===== src/rtl/sonic_tx_arb_pkg.sv =====
// Shared types and constants for the SONIC PCIe TX arbiter.
package sonic_tx_arb_pkg;

  typedef enum logic [1:0] {
    ARB_IDLE    = 2'd0,
    ARB_GRANT   = 2'd1,
    ARB_OWNED   = 2'd2,
    ARB_RELEASE = 2'd3
  } arb_state_t;

  localparam int GRANT_TIMEOUT_DEF = 64;
  localparam int TX_DESC_W         = 128;
  localparam int TX_DATA_W         = 128;

endpackage


===== src/rtl/sonic_rr_pick.sv =====
// Combinational round-robin picker: first set req bit after rr_ptr, wrapping.
module sonic_rr_pick #(
  parameter int NUM_REQ = 3,
  parameter int IDX_W   = $clog2(NUM_REQ)
) (
  input  logic [NUM_REQ-1:0] req,
  input  logic [IDX_W-1:0]   rr_ptr,
  output logic               valid,
  output logic [IDX_W-1:0]   idx
);

  int c;

  // Scan from the farthest offset down so the nearest requester wins last.
  always_comb begin
    valid = 1'b0;
    idx   = '0;
    c     = 0;
    for (int k = NUM_REQ; k >= 1; k--) begin
      c = int'(rr_ptr) + k;
      if (c >= NUM_REQ) c = c - NUM_REQ;
      if (req[c]) begin
        valid = 1'b1;
        idx   = IDX_W'(c);
      end
    end
  end

endmodule


===== src/rtl/sonic_tx_arbiter.sv =====
// Shares the PCIe backend TX port among NUM_REQ clients (round-robin grant, timeout revoke).
// Define SONIC_TX_ARB_PRIO_EN to give client 0 strict priority at arbitration.
module sonic_tx_arbiter
  import sonic_tx_arb_pkg::*;
#(
  parameter int NUM_REQ       = 3,
  parameter int IDX_W         = $clog2(NUM_REQ),
  parameter int GRANT_TIMEOUT = GRANT_TIMEOUT_DEF
) (
  input  logic                           clk_in,
  input  logic                           rstn,
  input  logic [NUM_REQ-1:0]             cl_tx_ready,
  input  logic [NUM_REQ-1:0]             cl_tx_busy,
  input  logic [NUM_REQ-1:0]             cl_tx_req,
  input  logic [TX_DESC_W*NUM_REQ-1:0]   cl_tx_desc,
  input  logic [NUM_REQ-1:0]             cl_tx_dv,
  input  logic [NUM_REQ-1:0]             cl_tx_dfr,
  input  logic [TX_DATA_W*NUM_REQ-1:0]   cl_tx_data,
  input  logic [NUM_REQ-1:0]             cl_tx_err,
  output logic [NUM_REQ-1:0]             cl_tx_sel,
  output logic [NUM_REQ-1:0]             cl_tx_ready_others,
  output logic [NUM_REQ-1:0]             cl_tx_ack,
  output logic [NUM_REQ-1:0]             cl_tx_ws,
  output logic                           tx_req,
  output logic [TX_DESC_W-1:0]           tx_desc,
  output logic                           tx_dv,
  output logic                           tx_dfr,
  output logic [TX_DATA_W-1:0]           tx_data,
  output logic                           tx_err,
  input  logic                           tx_ack,
  input  logic                           tx_ws,
  output logic                           grant_timeout
);

  localparam int TMO_W = $clog2(GRANT_TIMEOUT + 1);

  arb_state_t         state, state_nxt;
  logic [IDX_W-1:0]   gnt_idx, gnt_nxt;
  logic [IDX_W-1:0]   rr_ptr, rr_nxt;
  logic [TMO_W-1:0]   tmo_cnt, tmo_nxt;
  logic [NUM_REQ-1:0] rr_req;
  logic [NUM_REQ-1:0] gnt_oh;
  logic               pick_vld;
  logic [IDX_W-1:0]   pick_idx;
  logic               active;

`ifdef SONIC_TX_ARB_PRIO_EN
  // Client 0 is handled ahead of the picker; the rest rotate among themselves.
  assign rr_req = cl_tx_ready & ~NUM_REQ'(1);
`else
  assign rr_req = cl_tx_ready;
`endif

  sonic_rr_pick #(.NUM_REQ(NUM_REQ), .IDX_W(IDX_W)) u_pick (
    .req    (rr_req),
    .rr_ptr (rr_ptr),
    .valid  (pick_vld),
    .idx    (pick_idx)
  );

  always_ff @(posedge clk_in or negedge rstn) begin
    if (!rstn) begin
      state   <= ARB_IDLE;
      gnt_idx <= '0;
      rr_ptr  <= IDX_W'(NUM_REQ - 1);
      tmo_cnt <= '0;
    end else begin
      state   <= state_nxt;
      gnt_idx <= gnt_nxt;
      rr_ptr  <= rr_nxt;
      tmo_cnt <= tmo_nxt;
    end
  end

  always_comb begin
    state_nxt     = state;
    gnt_nxt       = gnt_idx;
    rr_nxt        = rr_ptr;
    tmo_nxt       = '0;
    grant_timeout = 1'b0;
    case (state)
      ARB_IDLE: begin
`ifdef SONIC_TX_ARB_PRIO_EN
        if (cl_tx_ready[0]) begin
          gnt_nxt   = '0;
          state_nxt = ARB_GRANT;
        end else
`endif
        if (pick_vld) begin
          gnt_nxt   = pick_idx;
          state_nxt = ARB_GRANT;
        end
      end
      ARB_GRANT: begin
        tmo_nxt = tmo_cnt + 1'b1;
        // busy wins over a same-cycle timeout
        if (cl_tx_busy[gnt_idx])             state_nxt = ARB_OWNED;
        else if (!cl_tx_ready[gnt_idx])      state_nxt = ARB_RELEASE;
        else if (tmo_cnt == TMO_W'(GRANT_TIMEOUT - 1)) begin
          state_nxt     = ARB_RELEASE;
          grant_timeout = 1'b1;
        end
      end
      ARB_OWNED: begin
        if (!cl_tx_busy[gnt_idx]) state_nxt = ARB_RELEASE;
      end
      ARB_RELEASE: begin
        rr_nxt    = gnt_idx;
        state_nxt = ARB_IDLE;
      end
      default: state_nxt = ARB_IDLE;
    endcase
  end

  assign active = (state == ARB_GRANT) || (state == ARB_OWNED);
  assign gnt_oh = NUM_REQ'(1) << gnt_idx;

  always_comb begin
    cl_tx_sel          = '0;
    cl_tx_ready_others = '0;
    cl_tx_ack          = '0;
    cl_tx_ws           = '1;
    tx_req             = 1'b0;
    tx_dv              = 1'b0;
    tx_dfr             = 1'b0;
    tx_err             = 1'b0;
    tx_desc            = '0;
    tx_data            = '0;
    if (active) begin
      cl_tx_sel          = gnt_oh;
      cl_tx_ready_others = ~gnt_oh;
      cl_tx_ack          = tx_ack ? gnt_oh : '0;
      cl_tx_ws           = tx_ws ? '1 : ~gnt_oh;
      tx_req             = cl_tx_req[gnt_idx];
      tx_dv              = cl_tx_dv[gnt_idx];
      tx_dfr             = cl_tx_dfr[gnt_idx];
      tx_err             = cl_tx_err[gnt_idx];
      tx_desc            = cl_tx_desc[int'(gnt_idx)*TX_DESC_W +: TX_DESC_W];
      tx_data            = cl_tx_data[int'(gnt_idx)*TX_DATA_W +: TX_DATA_W];
    end
  end

endmodule


===== config.mk =====
export PLATFORM = sky130hd
export DESIGN_NAME = sonic_tx_arbiter
export DESIGN_NICKNAME = d
export VERILOG_FILES = /design/src/rtl/sonic_tx_arb_pkg.sv /design/src/rtl/sonic_rr_pick.sv /design/src/rtl/sonic_tx_arbiter.sv
export SDC_FILE = /design/constraint.sdc
export NUM_CORES = 1
export LEC_CHECK = 0
export ABC_AREA = 1
export CORE_AREA = 10 10 404 406
export CTS_CLUSTER_SIZE = 10
export DETAILED_ROUTE_END_ITERATION = 7
export DIE_AREA = 0 0 414 416
export PLACE_DENSITY = 0.32
export SLEW_MARGIN = 20
export SYNTH_ARGS = -nofsm -noshare
export SYNTH_HDL_FRONTEND = slang
export SYNTH_HIERARCHICAL = 1
export SYNTH_SLANG_ARGS = --single-unit

===== constraint.sdc =====
create_clock -name clk_in -period 3.8 [get_ports clk_in]
set_input_delay 0.76 -clock clk_in [delete_from_list [all_inputs] [get_ports clk_in]]
set_output_delay 0.76 -clock clk_in [all_outputs]
set_load 0.005 [all_outputs]

==> results_dict.tcl, run 1 <==
set metrics [dict create \
    fin_crit_ns 3.54 \
    ir_drop_v 0.000469 \
    num_io_pins 1063 \
    wl_per_cell_um 27.2 \
    clkSinkCount 13 \
    cts_tree "yes" \
    slew_headroom_pct 56.0 \
    cts_resized 0 \
    syn_inst 1617 \
    postCtsSetupBuffers 0 \
    die_h_um 416 \
    cp_common_cell "nand2_1" \
    ant_nets 0 \
    power-per-cell-area_mw_per_mm2 753 \
    crit_type "reg2out" \
    avgSynthCellArea_um2 4.28 \
    worstSkewPairLatency_ns 0.24 \
    cp-start-kind "flip-flop" \
    gr-usage-all-layers_pct 13.9 \
    cp_top_family "buffers and inverters" \
    grt_max_degree 86 \
    drive_gt1_share_pct 4.66 \
    row_count 145 \
    leakage_nw 8.94 \
    core-area_mm2 0.155 \
    ys_types 24 \
    gp_congestion 0.932 \
    htreeDepth 1 \
    vias 14300 \
    grt_pass1_vias 14900 \
    tightest_slew_ns 0.655 \
    dr.pass1.iters 5 \
    holdBufCountCts 0 \
    rsz0062_at_grt "false" \
    fin_crit_sh_pct 93.2 \
    syn_to_final_growth_pct 198 \
    max_freq_ghz 0.282 \
    hpwl_um 116000 \
    clockBufferDepth 2 \
    setup_viol 0 \
    start_util_pct 4.46 \
    path_depth 8 \
    dieArea_mm2 0.172 \
    cts_root_buf "clkbuf_16" \
    holdWs_ns 0.458 \
    drv_cap 0 \
    antenna_found_initial 77 \
    crit_required_ns 3.04 \
    cts_made_buffers 3 \
    grt.overflow.total 0 \
    clock_skew_ns 0.000556 \
    drc 0 \
    clkSlewWorstSetupHoldPaths_ns 0.05 \
    synth_seq_area_share_pct 4.72 \
    wirelength_um 127000 \
    r2r_cells 11 \
    yosys_warnings 6 \
    hold_path.class "reg2reg" \
    report.final.slew_viol_count 0 \
    hold_viol_final 0 \
    status "finished, final reports clean" \
    syn_nets 2416 \
    fin_nets 3417 \
    syn_area_mm2 0.00692 \
    max_stage_delay_ns 0.59 \
    crit_fanout 22 \
    cp_cell_sequence "inv_1 > ha_4 > nand2_1 > inv_2 > buf_12 > nand2_1 > nand3_1 > clkdlybuf4s50_1" \
    n_fill_cell 18300 \
    crit_buf_inv 4 \
    ys_ff_latch 13 \
    min_path_cells 1 \
    crit_path_top_delay_cell "clkdlybuf4s50_1" \
    vias_per_cell 3.06 \
    finalSetupTns_ns 0 \
    endpoint_kind "output pin" \
    drtIter0Drc 840 \
    die_w_um 414 \
    fin_util_pct 13.3 \
    cp.arrival_ns 2.78 \
    grt_pass1_wl_um 160000 \
    io_buffer_count 1062 \
]
==> worst reg2reg max path: stages, from the launching register on <==
cell and delay [ns]:
dfstp_2 0.54, inv_1 0.06, ha_1 0.36, inv_2 0.12
nand3_1 0.11, nand3_1 0.13, nand3b_1 0.17, nor2_1 0.07
a21oi_1 0.20, nand2_1 0.11, nand2_1 0.07, nand2_1 0.05
==> synthesized netlist by cell type <==
cell type	number	area [um2]
inv_1	184	691
dfrtp_1	12	300
nand2_2	2	12.5
nand3_1	265	1330
nor2_1	21	78.8
clkbuf_1	34	128
buf_1	1	3.75
a21oi_2	1	8.76
nor2_2	1	6.26
a31oi_1	9	56.3
nor4_1	1	6.26
buf_4	3	22.5
a211oi_1	1	7.51
o21ai_1	1	5.00
nand4_1	1	6.26
nand3b_1	1	7.51
buf_2	66	330
nand2_1	982	3690
xor2_1	1	8.76
inv_2	7	26.3
ha_1	9	113
a21oi_1	9	45.0
dfstp_2	1	26.3
o21ai_0	4	20.0
==> final cells by class <==
cell class                      instances  area [um2]  area share [%]
Timing Repair Buffer                 1100       11500            55.7
Multi-Input combinational cell       1309        5420            26.3
Tap cell                             2058        2570            12.5
Inverter                              191         722            3.50
Sequential cell                        13         327            1.58
Clock buffer                            4        78.8           0.382
Antenna cell                            9        22.5           0.109
==> flip-flops by register name (all words and copies together), names as in the netlist <==
signal	flops
gnt_idx	2
rr_ptr	2
state	2
tmo_cnt	7
==> cell families after synthesis <==
| kind of cell | count (synthesis) | synth area share (%) |
|---|---|---|
| buffers and inverters | 295 | 17.4 |
| and+or+nand+nor | 1274 | 74.1 |
| DFF | 13 | 4.72 |
| xor gates and xnor gates | 1 | 0.127 |
| AOI/OAI and AO/OA | 25 | 2.06 |
| adders and majority gates | 9 | 1.63 |
==> cells in the final DEF (no fill, tap or decap), types with 12 or more instances in the layout <==
master / instances
buf_4: 45
inv_1: 184
dfrtp_1: 12
nor2_1: 20
nand3_1: 265
buf_12: 60
clkdlybuf4s50_1: 995
nand2_1: 982
==> path summary, 6_finish.rpt <==
path	from	end	slack, ns
worst max-delay path	state[0]$_DFFE_PN0P_	tx_desc[82]	0.26
worst min-delay path	tmo_cnt[0]$_DFF_PN0_	tmo_cnt[0]$_DFF_PN0_	0.46
worst max register to register	rr_ptr[1]$_DFFE_PN1N_	state[1]$_DFFE_PN0P_	1.70
worst min register to register	tmo_cnt[0]$_DFF_PN0_	tmo_cnt[0]$_DFF_PN0_	0.46
max in group asynchronous	rstn	rr_ptr[0]$_DFFE_PN0N_	2.45
min in group asynchronous	rstn	tmo_cnt[5]$_DFF_PN0_	0.93
==> power breakdown <==
part	switching (mW)	leakage, nW	internal, mW
sequential	0.0587	0.165	0.188
combinational	8.87	8.73	6.22
clock	0.0600	0.0382	0.142
==> layer usage <==
metal  vias to the layer above  routed length, um  global-route usage [%]
met1                      6633              45200                    14.1
met3                       138              10500                    4.95
li1                       6884                  -                       -
met4                        46               1740                    1.46
met2                       622              69500                    27.6
met5                         -                286                       0
==> through the flow <==
stage                     setup slack (ns)  std cells  power, mW  instance area, um2
after floorplan                       1.47       1617       4.96                6920
after global placement               0.435       4671       16.2               20500
after detailed placement             0.436       4671       16.2               20500
after CTS                            0.194       4675       16.5               20600
after global routing                 0.146       4678       16.9               20600
final                                0.258       4684       15.5               20600
No activity file was read; power rests on OpenSTA's default activity.
==> inputs of run 2 (changes only) <==
--- a/config.mk
+++ b/config.mk
@@ -5,11 +5,10 @@
 export SDC_FILE = /design/constraint.sdc
 export NUM_CORES = 1
 export LEC_CHECK = 0
-export ABC_AREA = 1
-export CORE_AREA = 10 10 404 406
+export CORE_AREA = 10 10 410 412
 export CTS_CLUSTER_SIZE = 10
 export DETAILED_ROUTE_END_ITERATION = 7
-export DIE_AREA = 0 0 414 416
+export DIE_AREA = 0 0 420 422
 export PLACE_DENSITY = 0.32
 export SLEW_MARGIN = 20
 export SYNTH_ARGS = -nofsm -noshare
==> constraint.sdc (replaced) <==
create_clock -name clk_in -period 3.8 [get_ports clk_in]
set_input_delay 0.38 -clock clk_in [delete_from_list [all_inputs] [get_ports clk_in]]
set_output_delay 0.38 -clock clk_in [all_outputs]
set_load 0.005 [all_outputs]
==> run 2 against run 1 <==
Area after synthesis increased by 16%. Sequential power rose by 15%. Via count fell by 6.5%. Final area is 5.8% higher. Die area up 2.9%. Clock skew grew 0.0018 ns. Sequential cell count unchanged. Fmax increased by 0.47%. Combinational power about the same. Power decreased by 1.7%. Largest power group unchanged.
==> results_dict.tcl, run 2 <==
set metrics [dict create \
    status "finished, final reports clean" \
    critPathLaunch "gnt_idx[1]$_DFFE_PN0P_" \
    die_w_um 420 \
    dr.pass1.iters 5 \
    vias_per_cell 3.08 \
    clock_skew_ns 0.00237 \
    syn_to_final_growth_pct 171 \
    wl_per_cell_um 30.6 \
    crit_buf_inv 3 \
    max_freq_ghz 0.284 \
    cp-start-kind "flip-flop" \
    top_register "tmo_cnt" \
    synth_flop_cell "dfrtp_1" \
    tightest_slew_ns 1.02 \
    finalSetupTns_ns 0 \
    regToRegStartpoint "rr_ptr[0]$_DFFE_PN0N_" \
    final_cell_mix "clkdlybuf4s50_1 (981), and2_1 (267), nand2_1 (266)" \
    syn_nets 2057 \
    worstSkewPairLatency_ns 0.24 \
    power-per-cell-area_mw_per_mm2 700 \
    cts_resized 0 \
    yosysTopAreaCell "mux2i_1" \
    ys_ff_latch 13 \
    dieArea_mm2 0.177 \
    core-area_mm2 0.160 \
    postCtsSetupBuffers 0 \
    vias 13400 \
    synth-edff-count 0 \
    drtIter0Drc 839 \
    cp_common_cell "buf_12" \
    fin_crit_sh_pct 92.8 \
    synth_top_area_share_pct 32.6 \
    n_fill_cell 18400 \
    hold_path.class "reg2reg" \
    cp_cell_sequence "buf_12 > buf_12 > mux2i_1 > o21ai_0 > and2_1 > buf_12" \
    synth_common_cells "and2_1 (267), nand2_1 (266), mux2i_1 (262), o21ai_0 (168), o21ai_1 (98)" \
    syn_inst 1258 \
    synth_async_sr_flop_share_pct 100 \
    crit_fanout 50 \
    grt.overflow.total 0 \
    rsz0062_at_grt "false" \
    endpoint_kind "output pin" \
    num_io_pins 1063 \
    wirelength_um 133000 \
    hold_path.startpoint "tmo_cnt[0]$_DFF_PN0_" \
    crit_required_ns 3.42 \
    grt_pass1_wl_um 164000 \
    drive_gt1_share_pct 6.10 \
    grt_max_degree 158 \
    setup_viol 0 \
    yosys_warnings 6 \
    ys_types 42 \
    gr-usage-all-layers_pct 14.1 \
    drv_cap 0 \
    cts_root_buf "clkbuf_16" \
    max_stage_delay_ns 0.89 \
    synth_area_leaders "mux2i_1 (33%), and2_1 (21%), nand2_1 (12%)" \
    cp_top_family "multiplexers" \
    finalWorstSetupSlack_ns 0.274 \
    fin_crit_ns 3.53 \
    start_util_pct 5.03 \
    holdBufCountCts 0 \
    ant_nets 0 \
    clockBufferDepth 2 \
    largest_register_ffs 7 \
    place_ws_ns 0.687 \
    clkSlewWorstSetupHoldPaths_ns 0.05 \
    synth_seq_area_share_pct 4.06 \
    fin_nets 3045 \
    syn_area_mm2 0.00804 \
    gp_congestion 0.935 \
    die_h_um 422 \
    slew_headroom_pct 30.1 \
    fin_util_pct 13.7 \
    hpwl_um 120000 \
    ir_drop_v 0.000733 \
    io_buffer_count 1062 \
    report.final.slew_viol_count 0 \
    row_count 147 \
    drc 0 \
    synth.most_common_cell "and2_1" \
    cp.arrival_ns 3.15 \
    antenna_found_initial 102 \
    hold_viol_final 0 \
    crit_path_top_delay_cell "mux2i_1" \
    crit_type "reg2out" \
    cts_made_buffers 3 \
    cts_tree "yes" \
    clkSinkCount 13 \
    leakage_nw 7.49 \
    htreeDepth 1 \
    grt_pass1_vias 13900 \
    layout_commonest_cell "clkdlybuf4s50_1" \
    avgSynthCellArea_um2 6.39 \
]
## run 2: cell types whose count changed after synthesis, sizes merged, moves of 14 or more
| cell | before | now |
|---|---|---|
| mux2i | 0 | 262 |
| clkbuf | 34 | 48 |
| nand3 | 265 | 4 |
| o21ai | 5 | 267 |
| nor2 | 22 | 1 |
| and2 | 0 | 267 |
| nand2 | 984 | 266 |
| inv | 191 | 8 |
## run 2: kinds of logic (layout without fill, tap and decap cells)
kind of cell / after synthesis / after routing / synth area share [%]
other cells: 0 / 17 / 0
fa+ha+maj: 9 / 9 / 1.40
simple gates: 558 / 558 / 35.2
mux: 268 / 268 / 33.5
buf+inv: 126 / 1113 / 7.50
flops: 13 / 13 / 4.06
compound gates: 281 / 281 / 18.0
xor+xnor: 3 / 3 / 0.327
## run 2: path summary, 6_finish.rpt
| kind | end | slack (ns) | depth (start not counted) |
|---|---|---|---|
| hold / removal | tmo_cnt[0]$_DFF_PN0_ | 0.47 | 1 |
| min in group asynchronous | rr_ptr[0]$_DFFE_PN0N_ | 0.54 | 1 |
| hold reg to reg | tmo_cnt[0]$_DFF_PN0_ | 0.47 | 1 |
| max in group asynchronous | gnt_idx[1]$_DFFE_PN0P_ | 2.77 | 1 |
| setup reg to reg | state[1]$_DFFE_PN0P_ | 1.35 | 10 |
| setup / recovery | tx_desc[90] | 0.27 | 6 |
## run 2: report_power, final
group / internal [mW] / switching, mW
clock network: 0.142 / 0.0652
logic: 7.24 / 7.54
registers: 0.188 / 0.0965
total: 7.57 / 7.70
## run 2: cell type report
| class | count | area (um2) | area share (%) |
|---|---|---|---|
| antenna | 17 | 42.5 | 0.195 |
| clock buffer | 4 | 78.8 | 0.361 |
| timing repair buffer | 1101 | 11600 | 53.2 |
| tap | 2086 | 2610 | 12.0 |
| sequential | 13 | 334 | 1.53 |
| multi-input combinational | 1119 | 7130 | 32.7 |
| inverter | 8 | 30.0 | 0.138 |
## run 2: through the flow
step                      power [mW]  hold WS [ns]  instances  instance area, um2
final                           15.3         0.467       4348               21800
after global routing            16.4         0.488       4335               21800
after CTS                       15.8         0.471       4331               21800
after detailed placement        15.5         0.462       4327               21700
after global placement          15.6         0.452       4327               21700
after floorplan                 5.31        0.0844       1258                8040
## run 2: per-layer routing
metal  global-route usage (%)  vias up  wire [um]  share of wire (%)
met5                        0        -        222               0.17
met4                    0.936       36       1480                1.1
met3                     4.81      162      11900                8.9
met2                     25.0      685      65400                 49
met1                     16.9     6256      53900                 41
li1                         -     6246          -                  -
==> inputs of run 3 (changes only) <==
--- a/config.mk
+++ b/config.mk
@@ -10,7 +10,6 @@
 export DETAILED_ROUTE_END_ITERATION = 7
 export DIE_AREA = 0 0 420 422
 export PLACE_DENSITY = 0.32
-export SLEW_MARGIN = 20
 export SYNTH_ARGS = -nofsm -noshare
 export SYNTH_HDL_FRONTEND = slang
 export SYNTH_HIERARCHICAL = 1
==> results of run 3 <==
No change in the layout: final DEF, timing and power equal those of run 2.
==> variant (settings of run 2) <==
`TX_DATA_W`: 128 -> 136.
--- a/src/rtl/sonic_tx_arb_pkg.sv
+++ b/src/rtl/sonic_tx_arb_pkg.sv
@@ -10,7 +10,7 @@
 
   localparam int GRANT_TIMEOUT_DEF = 64;
   localparam int TX_DESC_W         = 128;
-  localparam int TX_DATA_W         = 128;
+  localparam int TX_DATA_W         = 136;
 
 endpackage
 
Ports: changed (resized cl_tx_data and tx_data); port bits go from 1063 to 1095. No check against the original RTL was run, so the function may have changed too.
==> variant against run 2 <==
Final area grew 2.7%; wire length is 1.3% lower; setup slack improved by 0.21 ns; sequential share of layout area is essentially flat; count of clock-buffer cells in the layout stayed put; synthesized area grew 3.0%; sequential cell count unchanged; power up 3.8%.
==> variant: results <==
set metrics [dict create \
    status "finished clean" \
    grtUsageTotal_pct 13.8 \
    fin_skew_ns 0.00284 \
    n_all_inverters 6 \
    drt_iter0_markers 858 \
    synthTopCellsByCount "and2_1 (275), nand2_1 (273), mux2i_1 (269), o21ai_1 (199), o21ai_0 (75)" \
    route.met3.wl_um 13100 \
    vias 13700 \
    synth_compound_area_share_pct 17.8 \
    seq_power_share_pct 1.6 \
    drive_gt1_share_pct 4.90 \
    port_buffers 1094 \
    n_all_buffers 1127 \
    m1WireLength_um 50400 \
    ys_top_cells_by_area "mux2i_1 (33%), and2_1 (21%), nand2_1 (12%)" \
    p_int_mw 7.96 \
    antenna_found_initial 99 \
    cp_max_fo 76 \
    nMultiInputCombCells 1154 \
    multi_input_area_mm2 0.00733 \
    place.gp.congestion 0.878 \
    ys_types 39 \
    muxShareOfSynthArea_pct 33.3 \
    p_leak_nw 7.68 \
    clock_area_share_pct 0.352 \
    slowest_delay_ns 0.56 \
    use_met3_pct 5.63 \
    crit_slowest_cell "dfrtp_4" \
    vdd_drop_max_mv 0.402 \
    route.met2.wl_um 64100 \
    grt_pass1_wl_um 162000 \
    fillers 18300 \
    synth-xor-area-share_pct 0.317 \
    critPathArrivalTime_ns 2.94 \
    path_delay_family "buffers and inverters" \
]
[variant: cell types whose count changed after synthesis, moves of 3 or more]
| cell | before | now |
|---|---|---|
| and2_1 | 267 | 275 |
| mux2i_1 | 262 | 269 |
| buf_2 | 50 | 30 |
| o21ai_0 | 168 | 75 |
| o21ai_1 | 98 | 199 |
| buf_1 | 4 | 1 |
| clkbuf_1 | 48 | 60 |
| nand2_1 | 266 | 273 |
| nand4b_1 | 0 | 3 |
| buf_4 | 14 | 29 |
[variant: final timing paths]
| check | from | end | slack, ns | cells after the start |
|---|---|---|---|---|
| worst max register to register | rr_ptr[0]$_DFFE_PN0N_ | state[1]$_DFFE_PN0P_ | 1.34 | 10 |
| min in group asynchronous | rstn | tmo_cnt[5]$_DFF_PN0_ | 0.56 | 1 |
| max in group asynchronous | rstn | gnt_idx[1]$_DFFE_PN0P_ | 2.73 | 1 |
| worst max-delay path | gnt_idx[1]$_DFFE_PN0P_ | tx_data[8] | 0.48 | 5 |
| worst min-delay path | tmo_cnt[0]$_DFF_PN0_ | tmo_cnt[0]$_DFF_PN0_ | 0.46 | 1 |
| worst min register to register | tmo_cnt[0]$_DFF_PN0_ | tmo_cnt[0]$_DFF_PN0_ | 0.46 | 1 |
[variant: per-stage QoR]
| step | total power [mW] | utilization [%] | cells | worst slack [ns] | hold slack [ns] |
|---|---|---|---|---|---|
| 2_1_floorplan | 5.61 | - | 1295 | 1.70 | 0.0844 |
| 3_3_place_gp | 16.2 | 13.9 | 4386 | 0.773 | 0.457 |
| 3_5_place_dp | 16.1 | 13.9 | 4386 | 0.775 | 0.458 |
| 4_1_cts | 16.4 | 14.0 | 4390 | 0.508 | 0.467 |
| 5_1_grt | 17.1 | 14.0 | 4408 | 0.426 | 0.473 |
| 6_report | 15.9 | 14.0 | 4416 | 0.484 | 0.458 |
